--- src/rtl/mem_port_arbiter_if.sv ---
// rtl/mem_port_arbiter_if.sv - request/ack and memory-port bundle for mem_port_arbiter
//
// Groups the fetch handshake, the data (load/store) handshake, the memory
// port and the status flags.
//   slave  : arbiter view (requests and mem_rdata in; acks, memory strobes, status out)
//   master : pipeline/memory view (the opposite directions)
interface mem_port_arbiter_if;
  logic        if_req;
  logic [15:0] if_addr;
  logic        if_ack;
  logic [15:0] if_rdata;
  logic        d_rd;
  logic        d_wr;
  logic [15:0] d_addr;
  logic [15:0] d_wdata;
  logic        d_ack;
  logic [15:0] d_rdata;
  logic [15:0] mem_addr;
  logic [15:0] mem_wdata;
  logic        mem_re;
  logic        mem_we;
  logic [15:0] mem_rdata;
  logic        stall_if;
  logic        stall_d;
  logic        rw_err;

  modport slave (
    input  if_req, if_addr, d_rd, d_wr, d_addr, d_wdata, mem_rdata,
    output if_ack, if_rdata, d_ack, d_rdata, mem_addr, mem_wdata,
           mem_re, mem_we, stall_if, stall_d, rw_err
  );

  modport master (
    output if_req, if_addr, d_rd, d_wr, d_addr, d_wdata, mem_rdata,
    input  if_ack, if_rdata, d_ack, d_rdata, mem_addr, mem_wdata,
           mem_re, mem_we, stall_if, stall_d, rw_err
  );
endinterface

--- src/rtl/mem_port_arbiter.sv ---
// rtl/mem_port_arbiter.sv - fixed-priority arbiter for the shared 16-bit memory port
//
// Shares one memory port between instruction fetch and the execute-stage
// load/store path. Data has priority over fetch; one access in flight.
//   clk, rst_n : clock (rising edge), asynchronous active-low reset
//   bus.if_*   : fetch request/address in, ack pulse and read data out
//   bus.d_*    : data read/write request, address, store data in; ack pulse, load data out
//   bus.mem_*  : memory address/write data/read and write strobes out, read data in
//   bus.stall_if, bus.stall_d : requester waiting (combinational)
//   bus.rw_err : sticky flag, read and write requested together
// Optional feature macro: ARB_FAIRNESS_EN (fetch gets a turn after MAX_STREAK
// data grants in a row while it waits).
module mem_port_arbiter #(
  parameter int MEM_LATENCY = 2
`ifdef ARB_FAIRNESS_EN
  ,
  parameter int MAX_STREAK  = 4
`endif
) (
  input  logic               clk,
  input  logic               rst_n,
  mem_port_arbiter_if.slave  bus
);

  typedef enum logic [1:0] {IDLE, ISSUE, WAIT, ACK} state_t;

  // Counter only has to hold MEM_LATENCY-1.
  localparam int CNT_W = (MEM_LATENCY > 1) ? $clog2(MEM_LATENCY) : 1;

  state_t           state;
  logic             grant_d;   // 1: data side owns the access, 0: fetch
  logic             grant_wr;  // access is a write (data side only)
  logic [CNT_W-1:0] cnt;
  logic             data_req;
  logic             fetch_turn;

  assign data_req = bus.d_rd | bus.d_wr;

`ifdef ARB_FAIRNESS_EN
  localparam int SW = $clog2(MAX_STREAK + 1);
  logic [SW-1:0] streak;

  assign fetch_turn = bus.if_req && (streak == SW'(MAX_STREAK));
`else
  assign fetch_turn = 1'b0;
`endif

  assign bus.stall_if = bus.if_req & ~bus.if_ack;
  assign bus.stall_d  = data_req & ~bus.d_ack;

  always_ff @(posedge clk or negedge rst_n) begin
    if (!rst_n) begin
      state         <= IDLE;
      grant_d       <= 1'b0;
      grant_wr      <= 1'b0;
      cnt           <= '0;
      bus.if_ack    <= 1'b0;
      bus.d_ack     <= 1'b0;
      bus.if_rdata  <= '0;
      bus.d_rdata   <= '0;
      bus.mem_addr  <= '0;
      bus.mem_wdata <= '0;
      bus.mem_re    <= 1'b0;
      bus.mem_we    <= 1'b0;
      bus.rw_err    <= 1'b0;
`ifdef ARB_FAIRNESS_EN
      streak        <= '0;
`endif
    end else begin
      case (state)
        IDLE: begin
          // Strobes are set here so they are high during the ISSUE cycle.
          if (data_req && !fetch_turn) begin
            grant_d       <= 1'b1;
            grant_wr      <= bus.d_wr;
            bus.mem_addr  <= bus.d_addr;
            bus.mem_wdata <= bus.d_wdata;
            bus.mem_re    <= ~bus.d_wr;
            bus.mem_we    <= bus.d_wr;
            if (bus.d_rd && bus.d_wr) bus.rw_err <= 1'b1;
`ifdef ARB_FAIRNESS_EN
            if (bus.if_req) streak <= streak + SW'(1);
`endif
            state <= ISSUE;
          end else if (bus.if_req) begin
            grant_d      <= 1'b0;
            grant_wr     <= 1'b0;
            bus.mem_addr <= bus.if_addr;
            bus.mem_re   <= 1'b1;
            bus.mem_we   <= 1'b0;
`ifdef ARB_FAIRNESS_EN
            streak <= '0;
`endif
            state <= ISSUE;
          end
        end

        ISSUE: begin
          bus.mem_re <= 1'b0;
          bus.mem_we <= 1'b0;
          if (grant_wr) begin
            bus.d_ack <= 1'b1;
            state     <= ACK;
          end else begin
            cnt   <= CNT_W'(MEM_LATENCY - 1);
            state <= WAIT;
          end
        end

        WAIT: begin
          // cnt hits 0 in the cycle mem_rdata is valid.
          if (cnt == '0) begin
            if (grant_d) begin
              bus.d_rdata <= bus.mem_rdata;
              bus.d_ack   <= 1'b1;
            end else begin
              bus.if_rdata <= bus.mem_rdata;
              bus.if_ack   <= 1'b1;
            end
            state <= ACK;
          end else begin
            cnt <= cnt - CNT_W'(1);
          end
        end

        ACK: begin
          // Requests are ignored here so the acked side can drop its request.
          bus.if_ack <= 1'b0;
          bus.d_ack  <= 1'b0;
          state      <= IDLE;
        end

        default: state <= IDLE;
      endcase
    end
  end

endmodule

--- src/flat_wrapper.sv ---
// flat-port wrapper written by rule: the top's interface ports become plain ports
module mem_port_arbiter_flat 
#(
  parameter int MEM_LATENCY = 2

)
  (clk, rst_n, bus_if_req, bus_if_addr, bus_d_rd, bus_d_wr, bus_d_addr, bus_d_wdata, bus_mem_rdata, bus_if_ack, bus_if_rdata, bus_d_ack, bus_d_rdata, bus_mem_addr, bus_mem_wdata, bus_mem_re, bus_mem_we, bus_stall_if, bus_stall_d, bus_rw_err);
  mem_port_arbiter_if bus_i ();
  input  logic clk;
  input  logic rst_n;
  input wire logic [$bits(bus_i.if_req)-1:0] bus_if_req;
  input wire logic [$bits(bus_i.if_addr)-1:0] bus_if_addr;
  input wire logic [$bits(bus_i.d_rd)-1:0] bus_d_rd;
  input wire logic [$bits(bus_i.d_wr)-1:0] bus_d_wr;
  input wire logic [$bits(bus_i.d_addr)-1:0] bus_d_addr;
  input wire logic [$bits(bus_i.d_wdata)-1:0] bus_d_wdata;
  input wire logic [$bits(bus_i.mem_rdata)-1:0] bus_mem_rdata;
  output wire logic [$bits(bus_i.if_ack)-1:0] bus_if_ack;
  output wire logic [$bits(bus_i.if_rdata)-1:0] bus_if_rdata;
  output wire logic [$bits(bus_i.d_ack)-1:0] bus_d_ack;
  output wire logic [$bits(bus_i.d_rdata)-1:0] bus_d_rdata;
  output wire logic [$bits(bus_i.mem_addr)-1:0] bus_mem_addr;
  output wire logic [$bits(bus_i.mem_wdata)-1:0] bus_mem_wdata;
  output wire logic [$bits(bus_i.mem_re)-1:0] bus_mem_re;
  output wire logic [$bits(bus_i.mem_we)-1:0] bus_mem_we;
  output wire logic [$bits(bus_i.stall_if)-1:0] bus_stall_if;
  output wire logic [$bits(bus_i.stall_d)-1:0] bus_stall_d;
  output wire logic [$bits(bus_i.rw_err)-1:0] bus_rw_err;
  assign bus_i.if_req = bus_if_req;
  assign bus_i.if_addr = bus_if_addr;
  assign bus_i.d_rd = bus_d_rd;
  assign bus_i.d_wr = bus_d_wr;
  assign bus_i.d_addr = bus_d_addr;
  assign bus_i.d_wdata = bus_d_wdata;
  assign bus_i.mem_rdata = bus_mem_rdata;
  assign bus_if_ack = bus_i.if_ack;
  assign bus_if_rdata = bus_i.if_rdata;
  assign bus_d_ack = bus_i.d_ack;
  assign bus_d_rdata = bus_i.d_rdata;
  assign bus_mem_addr = bus_i.mem_addr;
  assign bus_mem_wdata = bus_i.mem_wdata;
  assign bus_mem_re = bus_i.mem_re;
  assign bus_mem_we = bus_i.mem_we;
  assign bus_stall_if = bus_i.stall_if;
  assign bus_stall_d = bus_i.stall_d;
  assign bus_rw_err = bus_i.rw_err;
  mem_port_arbiter #(.MEM_LATENCY(MEM_LATENCY)) u_core (.clk(clk), .rst_n(rst_n), .bus(bus_i));
endmodule
--- config.mk ---
export PLATFORM = sky130hd
export DESIGN_NAME = mem_port_arbiter_flat
export DESIGN_NICKNAME = d
export VERILOG_FILES = /design/src/rtl/mem_port_arbiter_if.sv /design/src/rtl/mem_port_arbiter.sv /design/src/flat_wrapper.sv
export SDC_FILE = /design/constraint.sdc
export NUM_CORES = 1
export LEC_CHECK = 0
export BUFFER_PORTS_ARGS = -buffer_cell sky130_fd_sc_hd__buf_2
export CORE_UTILIZATION = 47
export DETAILED_ROUTE_END_ITERATION = 12
export PLACE_DENSITY_LB_ADDON = 0.08
export RECOVER_POWER = 50
export SLEW_MARGIN = 20
export SYNTH_ARGS = -nofsm -noshare
export SYNTH_HDL_FRONTEND = slang
export SYNTH_SLANG_ARGS = --single-unit
--- constraint.sdc ---
create_clock -name clk -period 2.4 [get_ports clk]
set_clock_uncertainty 0.15 [all_clocks]
set_input_delay 0.36 -clock clk [delete_from_list [all_inputs] [get_ports clk]]
set_output_delay 0.36 -clock clk [all_outputs]
set_load 0.05 [all_outputs]
==> reports/summary.txt <==
DRC Markers: 18
Worst Path Arrival: 2080 ps
# rows: 29
Initial antenna violation count: 0
Max_cap viols: 0
CTS tree: yes
H-tree levels: 3
Slew margin rel.: 39.5%
Yosys top cell area share: 58.7%
Final wirelength: 6290 um
Warnings from Yosys: 0
Initial Utilization: 49.1%
Antenna-violating nets left: 0
Clk_lat worst skew: 330 ps
Crit path kind: reg -> reg
DIE AREA: 7040 um^2
First-pass detailed-route iteration total: 8
DIE WIDTH: 83.9 um
Max clock buf depth: 2
RD Place Congestion: 0.771
Core area: 6420 um^2
Endpoints failing hold: 0
Fraction of layout cells with a size suffix above 1: 48.9%
Final Hold Slack: 96.7 ps
Mapped cell area: 3150 um^2
Most frequent cell after synthesis: dfrtp_1
Placement Setup Slack: 306 ps
Ant. Diodes: 0
Synth-to-Final Area Change: 30.3%
Placed wire-length estimate: 4640 um
Register bit total from synthesis: 74
Resize count post-CTS: 0
Total GRT Usage: 19.0%
Gr ovfl total: 0
Max FO, Critical Path: 17
Max-slew violations: 0
Top post-synthesis cells by area: dfrtp_1 59%, mux2_2 18%, mux2i_1 5.7%, o21ai_0 2.7%, ha_1 2.4%
Placed Area: 3920 um^2
Worst slew pin tran: 908 ps
Final min period: 2010 ps
First-pass GRT wire length: 10,200 um
Leading area contributor after synthesis: dfrtp_1
Setup violations, final: 0
Synth cell types: 31
Synthesized Nets: 298
Avg Cell Area, Syn: 14.1 um^2
Top post-synthesis cells by count: 74 x dfrtp_1, 49 x mux2_2, 19 x nand2_1
Via/cell ratio: 4.90
Critical Path RT: 2470 ps
Final worst slack: 391 ps
Final period util: 83.7%
# nets final: 444
CTS Buf Count: 9
Crit. End Element: flip-flop
Top FF cell, synth: dfrtp_1
Startpoint types: flip-flop
DR WL/cell: 13.9 um
Via count: 2,211
Syn Inst Count: 223
EDFF count, synth: 0
Setup TNS: 0 ps
# IOs: 140
FFs w/ async S/R, synth: 100%
Fmax: 498 MHz
Die boundary height: 83.9 um
Vias in the first global route: 2,090
Largest net degree at the start of global routing: 39
DR iter-0 viols: 80
Clock sink count: 74
Final instance area: 4110 um^2
Clk Tree Root Cell: clkbuf_8
Seq/Total Area, Yosys: 58.7%
RSZ-0062 raised after global routing: false
Status: finished, violations left
Failing checks: DRC
Post-CTS Repair Setup Buffers: 0
Hold WC Path Type: in -> reg
Port Buffer Count: 139
Clock-pin slew on the worst setup and hold paths: 80 ps
-- cells by family after synthesis --
family / synth area share [%]
flops: 58.7
mux: 23.2
simple gates: 6.27
compound gates: 6.75
buf+inv: 2.66
fa+ha+maj: 2.38
-- cells in the final DEF, fill, tap and decap left out, types with 3 or more instances in the layout --
cell,count
nor2_1,3
clkbuf_1,34
mux2_2,49
buf_4,3
mux2i_1,18
clkinv_4,3
buf_2,104
o21ai_0,17
nand2_1,19
clkbuf_8,9
nor2b_1,3
ha_1,6
dfrtp_1,74
inv_1,3
-- registers in the layout, indices dropped and copies added, names as in the netlist --
signal / flops
u_core.bus.mem_addr: 16
u_core.bus.d_ack: 1
u_core.bus.mem_we: 1
u_core.state: 2
u_core.bus.if_rdata: 16
u_core.bus.if_ack: 1
u_core.bus.mem_re: 1
u_core.grant_wr: 1
u_core.bus.d_rdata: 16
u_core.bus.rw_err: 1
u_core.bus.mem_wdata: 16
u_core.cnt: 1
u_core.grant_d: 1
-- final timing paths --
| kind | slack [ps] | cells after the start | start | end |
|---|---|---|---|---|
| worst max-delay path | 390 | 5 | u_core.state[0]$_DFFE_PN0P_ | u_core.bus.if_rdata[2]$_DFFE_PN0P_ |
| worst min-delay path | 100 | 2 | bus_d_wdata[11] | u_core.bus.mem_wdata[11]$_DFFE_PN0P_ |
| worst max register to register | 390 | 5 | u_core.state[0]$_DFFE_PN0P_ | u_core.bus.if_rdata[2]$_DFFE_PN0P_ |
| worst min register to register | 330 | 2 | u_core.bus.mem_addr[10]$_DFFE_PN0P_ | u_core.bus.mem_addr[10]$_DFFE_PN0P_ |
| max in group asynchronous | 460 | 3 | rst_n | u_core.bus.mem_addr[6]$_DFFE_PN0P_ |
| min in group asynchronous | 530 | 2 | rst_n | u_core.bus.d_rdata[3]$_DFFE_PN0P_ |
-- stage by stage --
stage	util (%)	std cells
finish	64.0	451
global route	64.0	451
CTS	64.7	450
detailed placement	61.0	433
global placement	61.0	433
floorplan	-	223
-- critical path, stage by stage (launching register included) --
cell and delay, ps:
dfrtp_1 400, inv_1 170, ha_1 310, nor3b_4 210, buf_4 270, mux2_2 370
-- cell type report --
class                      count  area, um^2
inverter                       3        11.3
multi-input combinational    136        1220
clock buffer                   9         124
fill                         546        2310
sequential                    74        1850
clock inverter                 7         103
tap                           77        96.3
timing repair buffer         145         704
-- per-layer routing --
metal	GRT usage [%]	share of wire (%)
met1	27.0	46
met2	27.5	46
met3	4.45	6.5
met4	9.09	1.2
met5	0	0
-- repair_timing --
action / 4_1_cts / 5_1_grt
hold buffers: 1 / 0
hold endpoints to repair: 36 / 0
setup endpoints to repair: 0 / 0
Power is not shown: default switching activity piles up to over one toggle a cycle in this logic, so the estimate is an artifact.
